**config.mk**
```make
export PLATFORM = sky130hd
export DESIGN_NAME = miss_handler_q
export DESIGN_NICKNAME = d
export VERILOG_FILES = /design/src/rtl/miss_handler_q.sv
export SDC_FILE = /design/constraint.sdc
export NUM_CORES = 1
export LEC_CHECK = 0
export ABC_AREA = 1
export BUFFER_PORTS_ARGS = -buffer_cell sky130_fd_sc_hd__buf_2
export CORE_MARGIN = 2
export CORE_UTILIZATION = 35
export CTS_CLUSTER_SIZE = 24
export DETAILED_ROUTE_END_ITERATION = 10
export GPL_TIMING_DRIVEN = 0
export PLACE_DENSITY = 0.6
export SLEW_MARGIN = 20
export SYNTH_ARGS = -nofsm -noshare
export SYNTH_HDL_FRONTEND = slang
export SYNTH_SLANG_ARGS = --single-unit
```
**constraint.sdc**
```tcl
create_clock -name clk -period 3.65 [get_ports clk]
set_input_delay 0.5475 -clock clk [delete_from_list [all_inputs] [get_ports clk]]
set_output_delay 0.5475 -clock clk [all_outputs]
set_load 0.05 [all_outputs]
```
**src/rtl/miss_handler_q.sv**
```systemverilog
// rtl/miss_handler_q.sv - queued cache line-miss handler feeding SDRAM bursts
`timescale 1ns/1ps
`ifndef maxTrans
`define maxTrans 64
`endif

module miss_handler_q #(
  parameter int          LINE_W    = 64,
  parameter int          TAG_W     = 3,
  parameter int          INDEX_W   = 4,
  parameter int          DEPTH     = 4,
  parameter logic [24:0] BASE_ADDR = 25'd0
) (
  input  logic                             clk,
  input  logic                             rst,
  output logic [24:0]                      addr_cache_to_sdram,
  output logic [$clog2(`maxTrans)-1:0]     transSize,
  output logic                             readReq,
  input  logic                             readValid_out,
  input  logic [31:0]                      readData,
  input  logic                             doneRead,
  input  logic [TAG_W+INDEX_W-1:0]         to_mh_addr,
  input  logic                             to_mh_valid,
  output logic                             from_mh_stall,
  output logic [LINE_W-1:0]                from_mh_data,
  output logic [TAG_W+INDEX_W-1:0]         from_mh_addr,
  output logic                             from_mh_valid,
  input  logic                             to_mh_stall,
  output logic [$clog2(DEPTH+1)-1:0]       mh_pending
);

  localparam int NUM_REQ = LINE_W / 32;
  localparam int AW      = TAG_W + INDEX_W;
  localparam int CW      = $clog2(DEPTH + 1);
  localparam int PW      = (DEPTH > 1) ? $clog2(DEPTH) : 1;
  localparam int BW      = $clog2(NUM_REQ + 1);
  localparam int TW      = $clog2(`maxTrans);

  localparam logic [1:0] S_IDLE = 2'd0;
  localparam logic [1:0] S_REQ  = 2'd1;
  localparam logic [1:0] S_XFER = 2'd2;
  localparam logic [1:0] S_HOLD = 2'd3;

  if ((LINE_W <= 0) || (LINE_W % 32 != 0)) begin : g_bad_line_w
    $fatal(1, "miss_handler_q: LINE_W must be a positive multiple of 32");
  end
  if (DEPTH < 2) begin : g_bad_depth
    $fatal(1, "miss_handler_q: DEPTH must be at least 2");
  end

  logic [1:0]        r_state;
  logic [AW-1:0]     r_mem [DEPTH];
  logic [PW-1:0]     r_wptr;
  logic [PW-1:0]     r_rptr;
  logic [CW-1:0]     r_count;
  logic [AW-1:0]     r_last;
  logic [AW-1:0]     r_cur;
  logic [BW-1:0]     r_beat;
  logic [LINE_W-1:0] r_line;
  logic [24:0]       r_saddr;

  logic              w_full;
  logic              w_dup;
  logic              w_enq;
  logic              w_pop;
  logic              w_beat_wr;
  logic [AW-1:0]     w_head;
  logic [24:0]       w_xlat;

  assign w_full = (r_count == CW'(DEPTH));
  // r_last is only meaningful while something is queued: it is then the tail entry.
  assign w_dup  = ((r_count != '0) && (to_mh_addr == r_last)) ||
                  ((r_state != S_IDLE) && (to_mh_addr == r_cur));
  assign w_enq  = to_mh_valid && !w_full && !w_dup;
  assign w_pop  = (r_count != '0) &&
                  ((r_state == S_IDLE) || ((r_state == S_HOLD) && !to_mh_stall));
  assign w_head = r_mem[r_rptr];
  assign w_xlat = BASE_ADDR + 25'(w_head) * 25'(NUM_REQ);
  assign w_beat_wr = (r_state == S_XFER) && readValid_out && (r_beat < BW'(NUM_REQ));

  always_ff @(posedge clk) begin
    if (w_enq) r_mem[r_wptr] <= to_mh_addr;
  end

  always_ff @(posedge clk or posedge rst) begin
    if (rst) begin
      r_wptr  <= '0;
      r_rptr  <= '0;
      r_count <= '0;
      r_last  <= '0;
    end else begin
      if (w_enq) begin
        r_wptr <= (r_wptr == PW'(DEPTH - 1)) ? '0 : r_wptr + 1'b1;
        r_last <= to_mh_addr;
      end
      if (w_pop) r_rptr <= (r_rptr == PW'(DEPTH - 1)) ? '0 : r_rptr + 1'b1;
      r_count <= r_count + CW'(w_enq) - CW'(w_pop);
    end
  end

  always_ff @(posedge clk or posedge rst) begin
    if (rst) begin
      r_state <= S_IDLE;
      r_cur   <= '0;
      r_saddr <= '0;
      r_beat  <= '0;
      r_line  <= '0;
    end else begin
      if (w_pop) begin
        r_cur   <= w_head;
        r_saddr <= w_xlat;
        r_beat  <= '0;
      end
      // Beats past the end of the line saturate the counter and are dropped.
      if (w_beat_wr) begin
        r_beat <= r_beat + 1'b1;
        for (int i = 0; i < NUM_REQ; i++) begin
          if (r_beat == BW'(i)) r_line[LINE_W-1-32*i -: 32] <= readData;
        end
      end
      case (r_state)
        S_IDLE:  if (w_pop) r_state <= S_REQ;
        S_REQ:   r_state <= S_XFER;
        S_XFER:  if (doneRead) r_state <= S_HOLD;
        default: if (!to_mh_stall) r_state <= w_pop ? S_REQ : S_IDLE;
      endcase
    end
  end

  assign readReq             = (r_state == S_REQ) || (r_state == S_XFER);
  assign from_mh_valid       = (r_state == S_HOLD);
  assign from_mh_stall       = w_full;
  assign mh_pending          = r_count;
  assign from_mh_data        = r_line;
  assign from_mh_addr        = r_cur;
  assign addr_cache_to_sdram = r_saddr;
  assign transSize           = TW'(NUM_REQ);

endmodule
```
## Word level (Yosys, flattened, before mapping)

Memory sizes are Yosys's and may differ from the RTL's. A register that Yosys moved wholly into a read port is not among the register bits.
Cells that the tools add are included.

| storage, ports and cells | value |
|---|---|
| flip-flop bits (word level) | 82 |
| RAM bits | 28 |
| input port bits | 45 |
| output and inout bits | 108 |
| logic and storage cells | 60 |
| memories kept | 1 |

Memories:

| memory | depth | width | rd ports | clocked after memory_dff | write ports | line | source |
|---|---|---|---|---|---|---|---|
| r_mem | 4 | 7 | 1 | 1 | 1 | 52 | `logic [AW-1:0] r_mem [DEPTH];` |

| operators by class | value |
|---|---|
| add/sub/neg operators | 5 |
| $lt $le $gt $ge | 1 |
| equality and inequality tests | 12 |
| muxes and demuxes | 11 |
| reductions and logical operators | 22 |

Operator list:

| kind | number |
|---|---|
| == test 7 bit | 2 |
| 2-to-1 mux 2 bit | 7 |
| == test 2 bit, second input constant | 4 |
| logical AND 1 bit | 8 |
| adder 2 x 1 -> 2 bit, second input constant | 3 |
| one-hot mux 2 bit (3 select lines) | 1 |
| == test 2 x 1 -> 1 bit, second input constant | 2 |
| logical NOT 2 bit | 2 |
| != test 2 bit, second input constant | 2 |
| != test 4 x 1 -> 1 bit, second input constant | 1 |
| AND reduction 2 bit | 2 |
| nonzero test 2 bit | 2 |
| adder 3 x 1 -> 3 bit | 1 |
| == test 3 bit, second input constant | 1 |
| logical NOT 1 bit | 3 |
| logical OR 1 bit | 3 |
| 2-to-1 mux 1 bit | 3 |
| AND reduction 3 bit | 1 |
| nonzero test 3 bit | 1 |
| subtractor 3 x 1 -> 3 bit | 1 |
| < comparator 2 bit, second input constant | 1 |

## Depth between registers and ports, before layout

Gate-level depths: netlist (run 1).

| depth | value |
|---|---|
| depth after elaboration | 7 |
| gate-level depth with buffers | 16 |
| mapped depth without buffers | 15 |

## Worst setup path after synthesis (run 1)

Ideal clock, no wire load.

| timing path | value |
|---|---|
| kind | register to register |
| start point | register r_count[2], in the netlist mh_pending[2] |
| end point | register r_count[2], in the netlist mh_pending[2] |
| setup time | 0.122 ns |
| data arrival time | 2.384 ns |
| required time | 3.528 ns |
| setup slack | 1.145 ns |
| cell stages (with the launch flop) | 13 |
| buffers on the path | 1 |
| period minus slack after synthesis | 2.505 ns |
| cell sequence | dfrtp_1 -> inv_2 -> or2_4 -> o21ai_2 -> inv_2 -> nand3_4 -> buf_12 -> ha_1 -> inv_1 -> ha_1 -> inv_1 -> fa_1 -> xor2_1 |

| on the way | value |
|---|---|
| word-level cells in the longest chain between the ends | 7 |
| elaborated cells on any way between the ends | 11 |
| those cells by class | 2 x add/sub; 1 x eq/ne; 8 x reduce/logical |

RTL lines:

| what | line | source |
|---|---|---|
| from (decl) | 55 | `logic [CW-1:0] r_count;` |
| from (signal assigned) | 97 | `r_count <= r_count + CW'(w_enq) - CW'(w_pop);` |
| nonzero test 3 bit | 72, 75 |  |
| logical AND 1 bit | 72 | `assign w_dup = ((r_count != '0) && (to_mh_addr == r_last)) \|\|` |
| logical OR 1 bit | 72 |  |
| logical NOT 1 bit | 74 | `assign w_enq = to_mh_valid && !w_full && !w_dup;` |
| logical AND 1 bit | 74 |  |
| adder 3 x 1 -> 3 bit | 97 |  |
| subtractor 3 x 1 -> 3 bit (*) | 97 |  |

Mark *: on every way between the ends. The rest lies on a longest branch, timed or not.
A chain may end at the register's enable or synchronous reset.

## Final worst setup path (run 1)

| timing path | value |
|---|---|
| start point | register r_state[0] |
| end point | register r_count[2], in the netlist mh_pending[2] |

| on the way | value |
|---|---|
| word-level cells in the longest chain between the ends | 7 |
| elaborated cells on any way between the ends | 12 |
| those cells by class | 2 x add/sub; 1 x eq/ne; 9 x reduce/logical |

RTL lines:

| what | line | source |
|---|---|---|
| from (decl) | 51 | `logic [1:0] r_state;` |
| from (signal assigned) | 125 | `default: if (!to_mh_stall) r_state <= w_pop ? S_REQ : S_IDLE;` |
| nonzero test 2 bit | 73 | `((r_state != S_IDLE) && (to_mh_addr == r_cur));` |
| logical AND 1 bit | 73 |  |
| logical OR 1 bit | 72 |  |
| logical NOT 1 bit | 74 |  |
| logical AND 1 bit | 74 |  |
| adder 3 x 1 -> 3 bit | 97 |  |
| subtractor 3 x 1 -> 3 bit (*) | 97 |  |

Marks and branches as above.

==> results of run 1 <==
-- per-stage QoR --
step | hold WS [ns] | setup WS, ns | instance area (sq um)
floorplan | 0.463 | 0.796 | 5320
global placement | 0.462 | -0.347 | 6190
detailed placement | 0.469 | 0.954 | 6230
CTS | 0.0666 | 1.03 | 6870
global route | 0.0752 | 0.871 | 6870
finish | 0.0768 | 1.06 | 6870
-- cell usage in the layout (no fill, tap or decap), types with 4 or more instances in the layout --
cell	n
buf_2	138
buf_4	31
clkbuf_1	8
clkbuf_16	18
conb_1	24
dfrtp_1	89
edfxtp_1	28
ha_1	14
inv_1	69
mux2i_1	7
nand2_1	122
nand2_2	13
nand3_1	11
nor2_1	22
nor2_2	4
o21ai_0	83
o22ai_1	7
xnor2_1	4
-- critical path: cells and delay by family, from the launching register on --
family	cells	cell delay [ns]
and+or+nand+nor	5	0.37
xor gates and xnor gates	1	0.17
adders and majority gates	4	0.98
DFF	1	0.42
buffers and inverters	6	0.51
-- flip-flops by register name, summed over array words and instances (netlist names) --
register	count
from_mh_data	64
r_mem	28
from_mh_addr	7
r_last	7
mh_pending	3
r_beat	2
r_rptr	2
r_state	2
r_wptr	2
-- cells by family (layout without fill, tap and decap cells) --
family | Yosys count | in the layout | synth area share [%]
AND/OR/NAND/NOR | 178 | 178 | 14.7
buffers and inverters | 121 | 282 | 11.4
flip-flops | 117 | 117 | 58.5
AO/OA/AOI/OAI | 94 | 94 | 9.33
adder cells (fa/ha/maj) | 15 | 15 | 3.72
multiplexers | 7 | 7 | 1.34
XOR/XNOR | 5 | 5 | 0.835
other | 2 | 24 | 0.143
-- routing by layer --
layer / vias to the layer above / routed length [um] / share of wire [%]
li1: 1993 / - / -
met1: 1900 / 5310 / 43
met2: 143 / 5810 / 47
met3: 8 / 1070 / 8.7
met4: 0 / 109 / 0.89
met5: - / 0 / 0
-- how the worst max path moves through the flow --
stage	start	to	slack (ns)	depth (start not counted)
floorplan	rst	from_mh_addr[0]	0.80	1
global placement	rst	from_mh_data[35]	-0.35	2
detailed placement	to_mh_addr[5]	mh_pending[2]	0.95	16
CTS	r_state[0]	mh_pending[2]	1.03	16
global route	r_state[0]	mh_pending[2]	0.87	16
finish	r_state[0]	mh_pending[2]	1.06	16
-- layout make-up --
cell class | instances | area [sq um]
Fill cell | 1391 | 7720
Tap cell | 184 | 230
Multi-Input combinational cell | 323 | 1660
Inverter | 72 | 275
Clock inverter | 10 | 144
Clock buffer | 22 | 495
Timing Repair Buffer | 129 | 668
Sequential cell | 117 | 3070
Buffer | 49 | 329
==> summary.md, run 1 <==
| Metric | Value |
|---|---|
| Most frequent cell after synthesis | `nand2_1` |
| Die area | `0.0160 sq mm` |
| Sink count of the clock tree | `117` |
| DR vias | `4,044` |
| R2R Path Start | `r_state[0]` |
| Crit-path slowest cell | `dfrtp_1` |
| Clk_lat worst skew | `0.41 ns` |
| Root Driver | `clkbuf_16` |
| Drt drc | `0` |
| Worst setup path class | `reg2reg` |
| Register area share after synthesis | `58.5%` |
| Total track usage | `16.3%` |
| Final setup TNS | `0 ns` |
| Nets | `769` |
| Post-Layout Cell Count | `906` |
| Status | `complete, no violations` |
| Area Growth Syn to Fin | `31.0%` |
| Synth cell count leaders | `nand2_1, dfrtp_1, o21ai_0, inv_1, buf_4` |
| Hold Crit Class | `in2async` |
| Final Setup Violations | `0` |
| Diode count | `0` |
| Least-Margin Pin Slew | `0.786 ns` |
| Chip width | `126 um` |
| Starting density of the core | `35.9%` |
| Maximum root-to-sink buffer count | `2` |
| FF-to-FF End | `mh_pending[2]` |
| Largest stage delay, worst path | `0.42 ns` |
| I/O Buffers | `128` |
| Setup repair bufs after CTS | `0` |
| # resized after CTS | `0` |
| Syn_area_per_cell | `9.72 sq um` |
| Period utilisation layout | `70.8%` |
| Gr busiest metal | `met2` |
| Synth area leader | `dfrtp_1` |
| Worst endpoint required time | `3.94 ns` |
| Mapped Cells | `539` |
| Final Hold Viols | `0` |
| Worst setup EP type | `flip-flop` |
| Period minus WS final | `2.59 ns` |
| Cell Chain, Critical Path | `inv_1, ha_1, inv_1, nand2_1, nor2_1, nand2_1, inv_1, nand2_1, nand3_4, buf_12, ha_1, inv_1, ha_1, inv_1, fa_1, xor2_1` |
| CP Launch Type | `flip-flop` |
| WL per Instance | `13.6 um` |
| # IOs | `153` |
| Ys flop type | `dfrtp_1` |
| Setup Skew | `0.00996 ns` |
| Placed Cells | `874` |
| Row count | `44` |
| RSZ-0062 raised after global routing | `no` |
| Global placement routability congestion | `0.806` |
| H-tree levels | `4` |
| Vias per std cell | `4.46` |
| Synth warnings | `0` |
| R2r setup slk | `1.06 ns` |
| Max cap viols | `0` |
| Total gr overflow | `0` |
| Core Region | `0.0146 sq mm` |
| Detailed-router iteration count before antenna repair | `4` |
| WP data arrival | `2.87 ns` |
| Worst Path Max Fanout | `10` |
| Largest net degree at the start of global routing | `70` |
| First-pass GRT wire length | `20,500 um` |
| Vias in the first global route | `4,145` |
| Synth Register Bits | `117` |
| Initial antenna violation count | `0` |
| FF-to-FF path depth | `16` |
| Pins Over Slew Limit | `0` |
| Synthesized area | `0.00524 sq mm` |
| Core Util, Final | `47.1%` |
| Slew HR | `47.4%` |
| Met1 Use GR | `20.2%` |
| Yosys cell types | `30` |
| Top cell type's share of synthesized area | `42.5%` |
| Top post-synthesis cells by area | `dfrtp_1, edfxtp_1, nand2_1` |
| Die Ht | `126 um` |
| Reg clk slew, reported paths | `0.06 ns` |
| CTS Buf Count | `17` |
| Initial detailed-routing violation count | `180` |
| CTS tree | `done` |
| Share of layout cells above drive strength 1 | `31.6%` |
| F_max | `387 MHz` |
| # hold bufs at CTS | `0` |
| Final WL | `12,300 um` |
| Most Frequent Cell on Critical Path | `inv_1` |
| Antenna-violating nets left | `0` |
| Synth async-reset ratio | `76.1%` |
| GR Layer Usage met3 | `7.04%` |
| Post-DP HPWL | `8870 um` |
| Met2 global-route usage | `25.5%` |
| Number of synthesized flops with an enable pin | `28` |
Power of run 1 is not shown: default switching activity piles up to over one toggle a cycle in this logic, so the estimate is an artifact.
==> run 2: changes to the inputs <==
Settings changed: PLACE_DENSITY 0.6 to 0.62.
Clock period 3.65 ns to 2.1 ns, I/O delays scaled along.
==> summary.md, run 2 (synthesis results as in run 1) <==
| Metric | Value |
|---|---|
| Status | `finished with violations` |
| Violated checks | `negative setup slack` |
| Die area | `0.0160 sq mm` |
| Die Ht | `126 um` |
| Starting density of the core | `35.9%` |
| Hold Crit Class | `in2reg` |
| Worst Path Max Fanout | `3` |
| Reg clk slew, reported paths | `0.06 ns` |
| H-tree levels | `4` |
| Core Region | `0.0146 sq mm` |
| Nets | `786` |
| Global placement routability congestion | `0.789` |
| F_max | `461 MHz` |
| R2R Path Start | `r_state[0]` |
| CP Launch Type | `flip-flop` |
| Largest net degree at the start of global routing | `35` |
| Share of layout cells above drive strength 1 | `37.5%` |
| R2r setup slk | `-0.07 ns` |
| First-pass GRT wire length | `21,100 um` |
| Maximum root-to-sink buffer count | `2` |
| Crit path to | `mh_pending[1]` |
| I/O Buffers | `128` |
| DR vias | `4,158` |
| Final WL | `12,600 um` |
| Core Util, Final | `48.1%` |
| Clk_lat worst skew | `0.41 ns` |
| Setup Skew | `0.00722 ns` |
| Worst setup path class | `reg2reg` |
| Antenna-violating nets left | `0` |
| # IOs | `153` |
| CTS tree | `done` |
| Total gr overflow | `0` |
| RSZ-0062 raised after global routing | `yes` |
| Initial antenna violation count | `0` |
| Total track usage | `16.8%` |
| FF-to-FF End | `mh_pending[1]` |
| Drt drc | `0` |
| Period utilisation layout | `103%` |
| Area Growth Syn to Fin | `34.0%` |
| Period minus WS final | `2.17 ns` |
| Initial detailed-routing violation count | `234` |
| Final Hold Viols | `0` |
| Root Driver | `clkbuf_16` |
| FF-to-FF path depth | `13` |
| Post-DP HPWL | `9120 um` |
| Hold-critical path depth | `3` |
| Vias in the first global route | `4,318` |
| Crit path from | `r_state[0]` |
| Worst endpoint required time | `2.41 ns` |
| Most frequent cells in the layout | `buf_2, nand2_1, o21ai_0` |
| Vias per std cell | `4.50` |
| Final Setup Violations | `2` |
| Sink count of the clock tree | `117` |
| Number of flip-flops under the largest register name | `64` |
| Row count | `44` |
| Pins Over Slew Limit | `0` |
| WP data arrival | `2.47 ns` |
| CTS Buf Count | `17` |
| Worst setup EP type | `flip-flop` |
| Detailed-router iteration count before antenna repair | `4` |
| Setup WS post-layout | `-0.0673 ns` |
| Chip width | `126 um` |
| WL per Instance | `13.6 um` |
| Max cap viols | `0` |
| Diode count | `0` |
| Most common cell after layout, fill and taps aside | `buf_2` |
==> run 2: cell types whose count changed in the layout (fill, tap and decap cells not counted), sizes merged <==
cell and change:
buf +16, clkbuf -4, inv +4, bufinv -2, clkinv +2, dlygate4sd3 +1
==> run 2: per-layer routing <==
| metal | global-route usage [%] | vias up | wire length (um) |
|---|---|---|---|
| met4 | 5.82 | 0 | 218 |
| met5 | 0 | - | 0 |
| met1 | 19.7 | 1968 | 5240 |
| met3 | 7.30 | 20 | 1090 |
| li1 | - | 2030 | - |
| met2 | 27.7 | 140 | 6030 |
==> run 2: stage by stage <==
step / area, sq um / hold slack [ns] / TNS, ns / worst slack, ns / cells
detailed placement: 6310 / 0.364 / -6.67 / -0.453 / 876
global placement: 6250 / 0.462 / -4.79 / -0.373 / 873
floorplan: 5380 / 0.414 / -0.429 / -0.243 / 561
global route: 7020 / 0.165 / -0.802 / -0.188 / 923
finish: 7020 / 0.166 / -0.0733 / -0.0673 / 923
CTS: 7010 / 0.150 / -0.355 / -0.125 / 921
==> run 2: how the worst min path moves through the flow <==
stage	from	end	slack (ns)
6_report	readData[11]	from_mh_data[11]	0.17
5_1_grt	readData[24]	from_mh_data[56]	0.17
4_1_cts	readData[11]	from_mh_data[11]	0.15
3_5_place_dp	rst	from_mh_data[22]	0.36
3_3_place_gp	from_mh_data[62]	from_mh_data[62]	0.46
2_1_floorplan	to_mh_addr[0]	r_mem[0][0]	0.41
==> run 2: final cells by class <==
type	instances	area, sq um
Clock buffer	18	439
Clock inverter	14	125
Tap cell	184	230
Sequential cell	117	3080
Inverter	72	277
Buffer	48	320
Multi-Input combinational cell	323	1730
Fill cell	1410	7570
Timing Repair Buffer	147	823
==> run 2: worst max-delay path, stage by stage (launching register included) <==
cell and delay [ns]:
dfrtp_1 0.39, buf_4 0.15, ha_2 0.18, inv_1 0.05, o21ai_1 0.05, nand2_1 0.10
inv_2 0.05, buf_6 0.12, ha_4 0.23, inv_2 0.06, ha_4 0.12, inv_2 0.03
fa_2 0.51, inv_1 0.04
==> run 2: timing repair <==
item / CTS / global route
pin swaps: 6 / 3
gates cloned: 0 / 0
hold buffers: 1 / 0
resized for setup: 12 / 13
setup buffers: 12 / 3
hold endpoints to repair: 28 / 0
endpoints found under the setup margin: 30 / 30
Power of run 2 is left out for the same reason.
